## src/rtl/uart_cmd_parser_if.sv

```systemverilog
// Byte-stream and control-output bundle between the UART RX FIFO, the command
// parser and the clock/stopwatch/sensor control logic.
interface uart_cmd_parser_if #(
    parameter int NUM_DIGITS = 6
);
    logic [7:0]              iRx_Data;
    logic                    iRx_Empty;
    logic                    oRx_Pop;
    logic                    oSet;
    logic [4:0]              oMode;
    logic                    oBtn_U;
    logic                    oBtn_D;
    logic                    oBtn_L;
    logic                    oBtn_R;
    logic                    oTime_En;
    logic                    oLoad;
    logic [4*NUM_DIGITS-1:0] oLoad_Bcd;
    logic                    oErr;
    logic                    oBusy;

    modport master (
        output iRx_Data, iRx_Empty,
        input  oRx_Pop, oSet, oMode, oBtn_U, oBtn_D, oBtn_L, oBtn_R,
        input  oTime_En, oLoad, oLoad_Bcd, oErr, oBusy
    );

    modport slave (
        input  iRx_Data, iRx_Empty,
        output oRx_Pop, oSet, oMode, oBtn_U, oBtn_D, oBtn_L, oBtn_R,
        output oTime_En, oLoad, oLoad_Bcd, oErr, oBusy
    );
endinterface

```

## src/rtl/uart_cmd_parser.sv

```systemverilog
// UART command parser: single-letter mode/set/button commands plus '#'-prefixed BCD entry.
// Optional entry idle timeout is built only when UART_CMD_TIMEOUT_EN is defined.
module uart_cmd_parser #(
    parameter int NUM_DIGITS  = 6,
    parameter int BTN_PULSE   = 1,
    parameter int TIMEOUT_CYC = 100_000_000
) (
    input  logic              iClk,
    input  logic              iRst,
    uart_cmd_parser_if.slave  bus
);
    localparam int BCD_W = 4 * NUM_DIGITS;
    localparam int CNT_W = $clog2(NUM_DIGITS + 1);
    localparam int BTN_W = (BTN_PULSE > 1) ? $clog2(BTN_PULSE) : 1;
    localparam logic [CNT_W-1:0] DIG_FULL = CNT_W'(NUM_DIGITS);
    localparam logic [BTN_W-1:0] BTN_LAST = BTN_W'(BTN_PULSE - 1);
`ifdef UART_CMD_TIMEOUT_EN
    localparam int TO_W = (TIMEOUT_CYC > 2) ? $clog2(TIMEOUT_CYC) : 1;
    localparam logic [TO_W-1:0] TO_LAST = TO_W'(TIMEOUT_CYC - 1);
`endif

    typedef enum logic [0:0] {
        ST_IDLE  = 1'b0,
        ST_ENTRY = 1'b1
    } state_t;

    function automatic logic is_digit(input logic [7:0] b);
        return (b >= 8'h30) && (b <= 8'h39);
    endfunction

    state_t             state_r,    state_nxt_s;
    logic [3:0]         mode_r,     mode_nxt_s;
    logic               fnd_r,      fnd_nxt_s;
    logic               set_r,      set_nxt_s;
    logic [3:0]         btn_r,      btn_nxt_s;      // {U, D, L, R}
    logic [BTN_W-1:0]   btn_cnt_r,  btn_cnt_nxt_s;
    logic               ten_r,      ten_nxt_s;
    logic               load_r,     load_nxt_s;
    logic               err_r,      err_nxt_s;
    logic               busy_r;
    logic [BCD_W-1:0]   bcd_r,      bcd_nxt_s;
    logic [BCD_W-1:0]   shreg_r,    shreg_nxt_s;
    logic [CNT_W-1:0]   dcnt_r,     dcnt_nxt_s;
    logic [BCD_W+3:0]   shift_s;
    logic               byte_vld_s;
    logic [7:0]         rx_byte_s;
`ifdef UART_CMD_TIMEOUT_EN
    logic [TO_W-1:0]    to_cnt_r,   to_cnt_nxt_s;
`endif

    // The parser never stalls, so the FIFO is popped whenever it has data.
    assign byte_vld_s  = ~bus.iRx_Empty;
    assign rx_byte_s   = bus.iRx_Data;
    assign bus.oRx_Pop = byte_vld_s;
    assign shift_s     = {shreg_r, rx_byte_s[3:0]};

    assign bus.oMode     = {mode_r, fnd_r};
    assign bus.oSet      = set_r;
    assign bus.oBtn_U    = btn_r[3];
    assign bus.oBtn_D    = btn_r[2];
    assign bus.oBtn_L    = btn_r[1];
    assign bus.oBtn_R    = btn_r[0];
    assign bus.oTime_En  = ten_r;
    assign bus.oLoad     = load_r;
    assign bus.oLoad_Bcd = bcd_r;
    assign bus.oErr      = err_r;
    assign bus.oBusy     = busy_r;

    // Next-state and next-output decode for the consumed byte.
    always_comb begin
        state_nxt_s   = state_r;
        mode_nxt_s    = mode_r;
        fnd_nxt_s     = fnd_r;
        set_nxt_s     = set_r;
        btn_nxt_s     = btn_r;
        btn_cnt_nxt_s = btn_cnt_r;
        ten_nxt_s     = 1'b0;
        load_nxt_s    = 1'b0;
        err_nxt_s     = 1'b0;
        bcd_nxt_s     = bcd_r;
        shreg_nxt_s   = shreg_r;
        dcnt_nxt_s    = dcnt_r;
`ifdef UART_CMD_TIMEOUT_EN
        to_cnt_nxt_s  = {TO_W{1'b0}};
`endif

        // An active pulse runs down here; a new button byte below overrides it.
        if (btn_r != 4'b0000) begin
            if (btn_cnt_r == {BTN_W{1'b0}}) begin
                btn_nxt_s = 4'b0000;
            end else begin
                btn_cnt_nxt_s = btn_cnt_r - {{(BTN_W-1){1'b0}}, 1'b1};
            end
        end else begin
            btn_cnt_nxt_s = {BTN_W{1'b0}};
        end

        case (state_r)
            ST_IDLE: begin
                if (byte_vld_s) begin
                    case (rx_byte_s)
                        8'h43: mode_nxt_s = 4'b0000;                 // 'C'
                        8'h57: mode_nxt_s = 4'b0001;                 // 'W'
                        8'h54: mode_nxt_s = 4'b0010;                 // 'T'
                        8'h55: mode_nxt_s = 4'b0100;                 // 'U'
                        8'h44: mode_nxt_s = 4'b1000;                 // 'D'
                        8'h4D: fnd_nxt_s  = ~fnd_r;                  // 'M'
                        8'h53: set_nxt_s  = ~set_r;                  // 'S'
                        8'h75: begin btn_nxt_s = 4'b1000; btn_cnt_nxt_s = BTN_LAST; end
                        8'h64: begin btn_nxt_s = 4'b0100; btn_cnt_nxt_s = BTN_LAST; end
                        8'h6C: begin btn_nxt_s = 4'b0010; btn_cnt_nxt_s = BTN_LAST; end
                        8'h72: begin btn_nxt_s = 4'b0001; btn_cnt_nxt_s = BTN_LAST; end
                        8'h58: ten_nxt_s  = 1'b1;                    // 'X'
                        8'h23: begin                                 // '#'
                            state_nxt_s = ST_ENTRY;
                            dcnt_nxt_s  = {CNT_W{1'b0}};
                            shreg_nxt_s = {BCD_W{1'b0}};
                        end
                        default: ;
                    endcase
                end else begin
                    state_nxt_s = ST_IDLE;
                end
            end

            ST_ENTRY: begin
                if (byte_vld_s) begin
                    if (is_digit(rx_byte_s)) begin
                        if (dcnt_r < DIG_FULL) begin
                            shreg_nxt_s = shift_s[BCD_W-1:0];
                            dcnt_nxt_s  = dcnt_r + {{(CNT_W-1){1'b0}}, 1'b1};
                        end else begin
                            err_nxt_s   = 1'b1;
                            state_nxt_s = ST_IDLE;
                        end
                    end else begin
                        case (rx_byte_s)
                            8'h0D, 8'h0A: begin
                                if (dcnt_r == DIG_FULL) begin
                                    bcd_nxt_s  = shreg_r;
                                    load_nxt_s = 1'b1;
                                end else begin
                                    err_nxt_s  = 1'b1;
                                end
                                state_nxt_s = ST_IDLE;
                            end
                            8'h1B:   state_nxt_s = ST_IDLE;
                            default: begin
                                err_nxt_s   = 1'b1;
                                state_nxt_s = ST_IDLE;
                            end
                        endcase
                    end
                end else begin
`ifdef UART_CMD_TIMEOUT_EN
                    // A byte on the terminal-count edge takes the branch above instead.
                    if (to_cnt_r == TO_LAST) begin
                        err_nxt_s   = 1'b1;
                        state_nxt_s = ST_IDLE;
                    end else begin
                        to_cnt_nxt_s = to_cnt_r + {{(TO_W-1){1'b0}}, 1'b1};
                    end
`else
                    state_nxt_s = ST_ENTRY;
`endif
                end
            end

            default: state_nxt_s = ST_IDLE;
        endcase
    end

    // State and registered outputs.
    always_ff @(posedge iClk or posedge iRst) begin
        if (iRst) begin
            state_r   <= ST_IDLE;
            mode_r    <= 4'b0000;
            fnd_r     <= 1'b0;
            set_r     <= 1'b0;
            btn_r     <= 4'b0000;
            btn_cnt_r <= {BTN_W{1'b0}};
            ten_r     <= 1'b0;
            load_r    <= 1'b0;
            err_r     <= 1'b0;
            busy_r    <= 1'b0;
            bcd_r     <= {BCD_W{1'b0}};
            shreg_r   <= {BCD_W{1'b0}};
            dcnt_r    <= {CNT_W{1'b0}};
        end else begin
            state_r   <= state_nxt_s;
            mode_r    <= mode_nxt_s;
            fnd_r     <= fnd_nxt_s;
            set_r     <= set_nxt_s;
            btn_r     <= btn_nxt_s;
            btn_cnt_r <= btn_cnt_nxt_s;
            ten_r     <= ten_nxt_s;
            load_r    <= load_nxt_s;
            err_r     <= err_nxt_s;
            busy_r    <= (state_nxt_s == ST_ENTRY);
            bcd_r     <= bcd_nxt_s;
            shreg_r   <= shreg_nxt_s;
            dcnt_r    <= dcnt_nxt_s;
        end
    end

`ifdef UART_CMD_TIMEOUT_EN
    // Idle-clock counter for an open entry; cleared by every consumed byte.
    always_ff @(posedge iClk or posedge iRst) begin
        if (iRst) begin
            to_cnt_r <= {TO_W{1'b0}};
        end else begin
            to_cnt_r <= to_cnt_nxt_s;
        end
    end
`endif
endmodule

```

## src/flat_wrapper.sv

```systemverilog
// flat-port wrapper written by rule: the top's interface ports become plain ports
module uart_cmd_parser_flat 
#(
    parameter int NUM_DIGITS  = 6,
    parameter int BTN_PULSE   = 1,
    parameter int TIMEOUT_CYC = 100_000_000
)
  (iClk, iRst, bus_iRx_Data, bus_iRx_Empty, bus_oRx_Pop, bus_oSet, bus_oMode, bus_oBtn_U, bus_oBtn_D, bus_oBtn_L, bus_oBtn_R, bus_oTime_En, bus_oLoad, bus_oLoad_Bcd, bus_oErr, bus_oBusy);
  uart_cmd_parser_if #(.NUM_DIGITS(NUM_DIGITS)) bus_i ();
  input  logic iClk;
  input  logic iRst;
  input wire logic [$bits(bus_i.iRx_Data)-1:0] bus_iRx_Data;
  input wire logic [$bits(bus_i.iRx_Empty)-1:0] bus_iRx_Empty;
  output wire logic [$bits(bus_i.oRx_Pop)-1:0] bus_oRx_Pop;
  output wire logic [$bits(bus_i.oSet)-1:0] bus_oSet;
  output wire logic [$bits(bus_i.oMode)-1:0] bus_oMode;
  output wire logic [$bits(bus_i.oBtn_U)-1:0] bus_oBtn_U;
  output wire logic [$bits(bus_i.oBtn_D)-1:0] bus_oBtn_D;
  output wire logic [$bits(bus_i.oBtn_L)-1:0] bus_oBtn_L;
  output wire logic [$bits(bus_i.oBtn_R)-1:0] bus_oBtn_R;
  output wire logic [$bits(bus_i.oTime_En)-1:0] bus_oTime_En;
  output wire logic [$bits(bus_i.oLoad)-1:0] bus_oLoad;
  output wire logic [$bits(bus_i.oLoad_Bcd)-1:0] bus_oLoad_Bcd;
  output wire logic [$bits(bus_i.oErr)-1:0] bus_oErr;
  output wire logic [$bits(bus_i.oBusy)-1:0] bus_oBusy;
  assign bus_i.iRx_Data = bus_iRx_Data;
  assign bus_i.iRx_Empty = bus_iRx_Empty;
  assign bus_oRx_Pop = bus_i.oRx_Pop;
  assign bus_oSet = bus_i.oSet;
  assign bus_oMode = bus_i.oMode;
  assign bus_oBtn_U = bus_i.oBtn_U;
  assign bus_oBtn_D = bus_i.oBtn_D;
  assign bus_oBtn_L = bus_i.oBtn_L;
  assign bus_oBtn_R = bus_i.oBtn_R;
  assign bus_oTime_En = bus_i.oTime_En;
  assign bus_oLoad = bus_i.oLoad;
  assign bus_oLoad_Bcd = bus_i.oLoad_Bcd;
  assign bus_oErr = bus_i.oErr;
  assign bus_oBusy = bus_i.oBusy;
  uart_cmd_parser #(.NUM_DIGITS(NUM_DIGITS), .BTN_PULSE(BTN_PULSE), .TIMEOUT_CYC(TIMEOUT_CYC)) u_core (.iClk(iClk), .iRst(iRst), .bus(bus_i));
endmodule
```

## config.mk

```make
export PLATFORM = sky130hd
export DESIGN_NAME = uart_cmd_parser_flat
export DESIGN_NICKNAME = d
export VERILOG_FILES = /design/src/rtl/uart_cmd_parser_if.sv /design/src/rtl/uart_cmd_parser.sv /design/src/flat_wrapper.sv
export SDC_FILE = /design/constraint.sdc
export NUM_CORES = 1
export LEC_CHECK = 0
export BUFFER_PORTS_ARGS = -buffer_cell sky130_fd_sc_hd__buf_4
export CAP_MARGIN = 10
export CORE_MARGIN = 10
export CORE_UTILIZATION = 28
export DETAILED_ROUTE_END_ITERATION = 10
export PLACE_DENSITY = 0.46
export SYNTH_ARGS = -nofsm -noshare
export SYNTH_HDL_FRONTEND = slang
export SYNTH_SLANG_ARGS = --single-unit
export TNS_END_PERCENT = 30
```

## constraint.sdc

```tcl
create_clock -name iClk -period 2 [get_ports iClk]
set_clock_uncertainty 0.1 [all_clocks]
set_input_delay 0.3 -clock iClk [delete_from_list [all_inputs] [get_ports iClk]]
set_output_delay 0.3 -clock iClk [all_outputs]
set_load 0.1 [all_outputs]
```

==> results by group <==
Clock tree
  • CTS sink count: 65
  • Skew-Pair Late Insertion Delay: 340 ps
  • Worst-path clk slew: 70 ps
  • CTS Buf Count: 9
  • CTS tree: yes
  • Root buffer cell: clkbuf_8
  • Clock tree buffer depth: 2
  • CTS H-tree depth: 3

Global route
  • Met3 usage: 0.0419
  • Top Usage Layer GRT: met2
  • GRT overflow: 0
  • Met1 usage: 0.123
  • Global-route wire length before repair: 11.7 mm
  • Met2 Use GR: 0.160
  • Pin count of the biggest net entering global routing: 56
  • Vias in the first global route: 2,145
  • Antenna violations before repair: 0
  • Overall global routing resource usage: 0.100

Final layout
  • Final nets: 313
  • Most common cell after layout, fill and taps aside: buf_4
  • Finished Layout Cells: 438
  • Finished Core Util: 0.394
  • Share of layout cells above drive strength 1: 0.436
  • Most frequent cells in the layout: buf_4 (73), dfrtp_1 (64), a22o_1 (26)
  • # diodes: 0
  • P&R area growth vs syn: 35.6%
  • Final instance area: 3910 um2

Yosys
  • Ys async rst share: 1.00
  • Post-synth EDFFs: 0
  • Main synth FF type: dfrtp_1
  • Mux cell area share after synthesis: 0.122
  • Synthesized Nets: 237
  • Post-synth cell types: 46
  • Syn Std Cell Area: 2880 um2
  • XOR/XNOR Fraction of Synth Area: 0.0122
  • Syn Area/Cell: 12.9 um2
  • Register area share after synthesis: 0.565
  • Cell count after synthesis: 224
  • Compound-Gate Fraction of Synth Area: 0.134
  • Simple-gate portion of the synthesized area: 0.110
  • Synthesized flop and latch total: 65
  • Post-synthesis adder-cell area fraction: 0.00869
  • Yosys warnings: 0
  • Main combinational cell family by area after synthesis: compound AO/OA/AOI/OAI gates

Critical path
  • Worst r2r path cells: 7
  • Worst reg2reg endpoint: u_core.bus.oLoad_Bcd[23]
  • Critical Path End Type: flip-flop
  • Critical Path Source Type: input port
  • RR Startpoint: u_core.dcnt_r[0]
  • Worst Path Max Fanout: 7
  • Critical path class: in2reg
  • CP arrival: 2240 ps
  • Critical path data required time: 2120 ps
  • Reg2reg setup slack: -110 ps

Place
  • Pre-CTS setup slack: -366 ps
  • Buffers added on ports: 49
  • Final HPWL DP: 4.76 mm
  • Area after DPL: 3570 um2
  • Dpl cells: 416
  • Routability cong.: 0.750

Timing
  • Fin crit period: 2120 ps
  • Hold Vio Cnt, Final: 0
  • Finish-stage setup viols: 24
  • RSZ-0062 raised after global routing: true
  • Rel. slew slack: 0.730
  • Max Slew Vio Count: 0
  • Final period util: 1.06
  • Final Worst Setup Slack: -120 ps
  • Slew @ Worst Pin: 399 ps
  • Min Hold Slack: 220 ps
  • Setup TNS: -2410 ps
  • FMAX: 0.472 GHz

Floorplanning
  • Io pins: 50
  • Rows: 36
  • Core area: 9910 um2
  • Die area: 14,700 um2
  • Die Ht: 121 um
  • Die Wd: 121 um
  • Initial Util: 0.291

Hold path
  • Min-Delay Startpoint: bus_iRx_Data[2]
  • WHS Endpoint: u_core.btn_r[0]
  • Min-Delay Path Depth: 3
  • Worst Hold Class: in2reg

Routing
  • Vias/cell: 4.61
  • Final WL: 7.16 mm
  • WL per Instance: 16.3 um
  • Detailed Route Iter0 Violations: 91
  • Final antenna-violating net count: 0
  • Number of detailed-route iterations in the first pass: 4
  • Residual DRC: 0
  • Vias post-DR: 2,017

Pwr
  • Worst VDD drop: 0.000291 V
  • Final Power: 2.72 mW
  • Static leakage: 1.99 nW
  • Pwr/cell area: 697 nW/um2

Flow run
  • # Max-Cap Violations: 0

Run status
  • Failing checks: negative setup slack
  • Outcome: finished, violations left
==> how the worst max path moves through the flow <==
| stage | startpoint | end |
|---|---|---|
| 3_5_place_dp | bus_iRx_Data[0] | u_core.bus.oLoad_Bcd[20] |
| 2_1_floorplan | u_core.state_r | u_core.mode_r[0] |
| 6_report | bus_iRx_Data[7] | u_core.bus.oLoad_Bcd[23] |
| 4_1_cts | u_core.dcnt_r[0] | u_core.bus.oLoad_Bcd[23] |
| 3_3_place_gp | bus_iRx_Data[0] | u_core.bus.oLoad_Bcd[15] |
| 5_1_grt | u_core.dcnt_r[0] | u_core.bus.oLoad_Bcd[23] |
==> cell families after synthesis <==
| kind of cell | after synthesis |
|---|---|
| AND/OR/NAND/NOR | 55 |
| buffers and inverters | 25 |
| adder cells (fa/ha/maj) | 2 |
| AO/OA/AOI/OAI | 48 |
| flip-flops | 65 |
| multiplexers | 25 |
| XOR/XNOR | 4 |
==> cell type report <==
cell class / instances / area, um2
fillers: 992 / 6000
repair buffers: 81 / 721
flip-flops and latches: 65 / 1630
inverters: 9 / 33.8
multi-input cells: 134 / 1150
clock buffers: 10 / 138
clock inverters: 6 / 66.3
well taps: 133 / 166
==> per-layer routing <==
metal,vias to the layer above,wire [um]
li1,985,-
met1,975,3210
met2,55,3520
met3,2,412
met4,0,23
met5,-,0
==> cell usage after synthesis (3+ instances only) <==
master    number  area (um2)
dfrtp_1       65        1630
a22o_1        26         228
mux2_4        19         285
clkbuf_1      11        41.3
nand2_1       10        37.5
inv_1          9        33.8
nor3_1         9        45.0
mux2_2         5        56.3
nor2_1         5        18.8
nor4_1         5        31.3
a21oi_1        4        20.0
nand2b_1       4        25.0
xor2_1         4        35.0
and3_1         3        18.8
nand3_1        3        15.0
o21ai_0        3        15.0
==> power by group <==
| group | internal (mW) | switching, mW |
|---|---|---|
| Combinational | 0.0774 | 0.167 |
| Sequential | 1.32 | 0.00692 |
| Clock | 0.614 | 0.535 |
==> registers in the layout, indices dropped and copies added (netlist names) <==
name                  cells
u_core.state_r            1
u_core.mode_r             4
u_core.bus.oErr           1
u_core.btn_r              4
u_core.bus.oTime_En       1
u_core.fnd_r              1
u_core.bus.oLoad_Bcd     24
u_core.bus.oLoad          1
u_core.dcnt_r             3
u_core.bus.oSet           1
u_core.shreg_r           24
==> worst max-delay path: stages <==
cell,delay (ps)
buf_4,110
or4b_1,520
a2111o_1,380
or3_4,450
buf_12,190
mux2_4,290
==> repair_timing <==
action / 4_1_cts / 5_1_grt
gates resized for setup: 8 / 0
cloned: 3 / 0
setup endpoints to repair: 24 / 24
buffers inserted: 2 / 0
hold buffers: 1 / 0
pin swaps: 4 / 1
hold endpoints to repair: 10 / 0
Power figures use the tool's default switching activity.
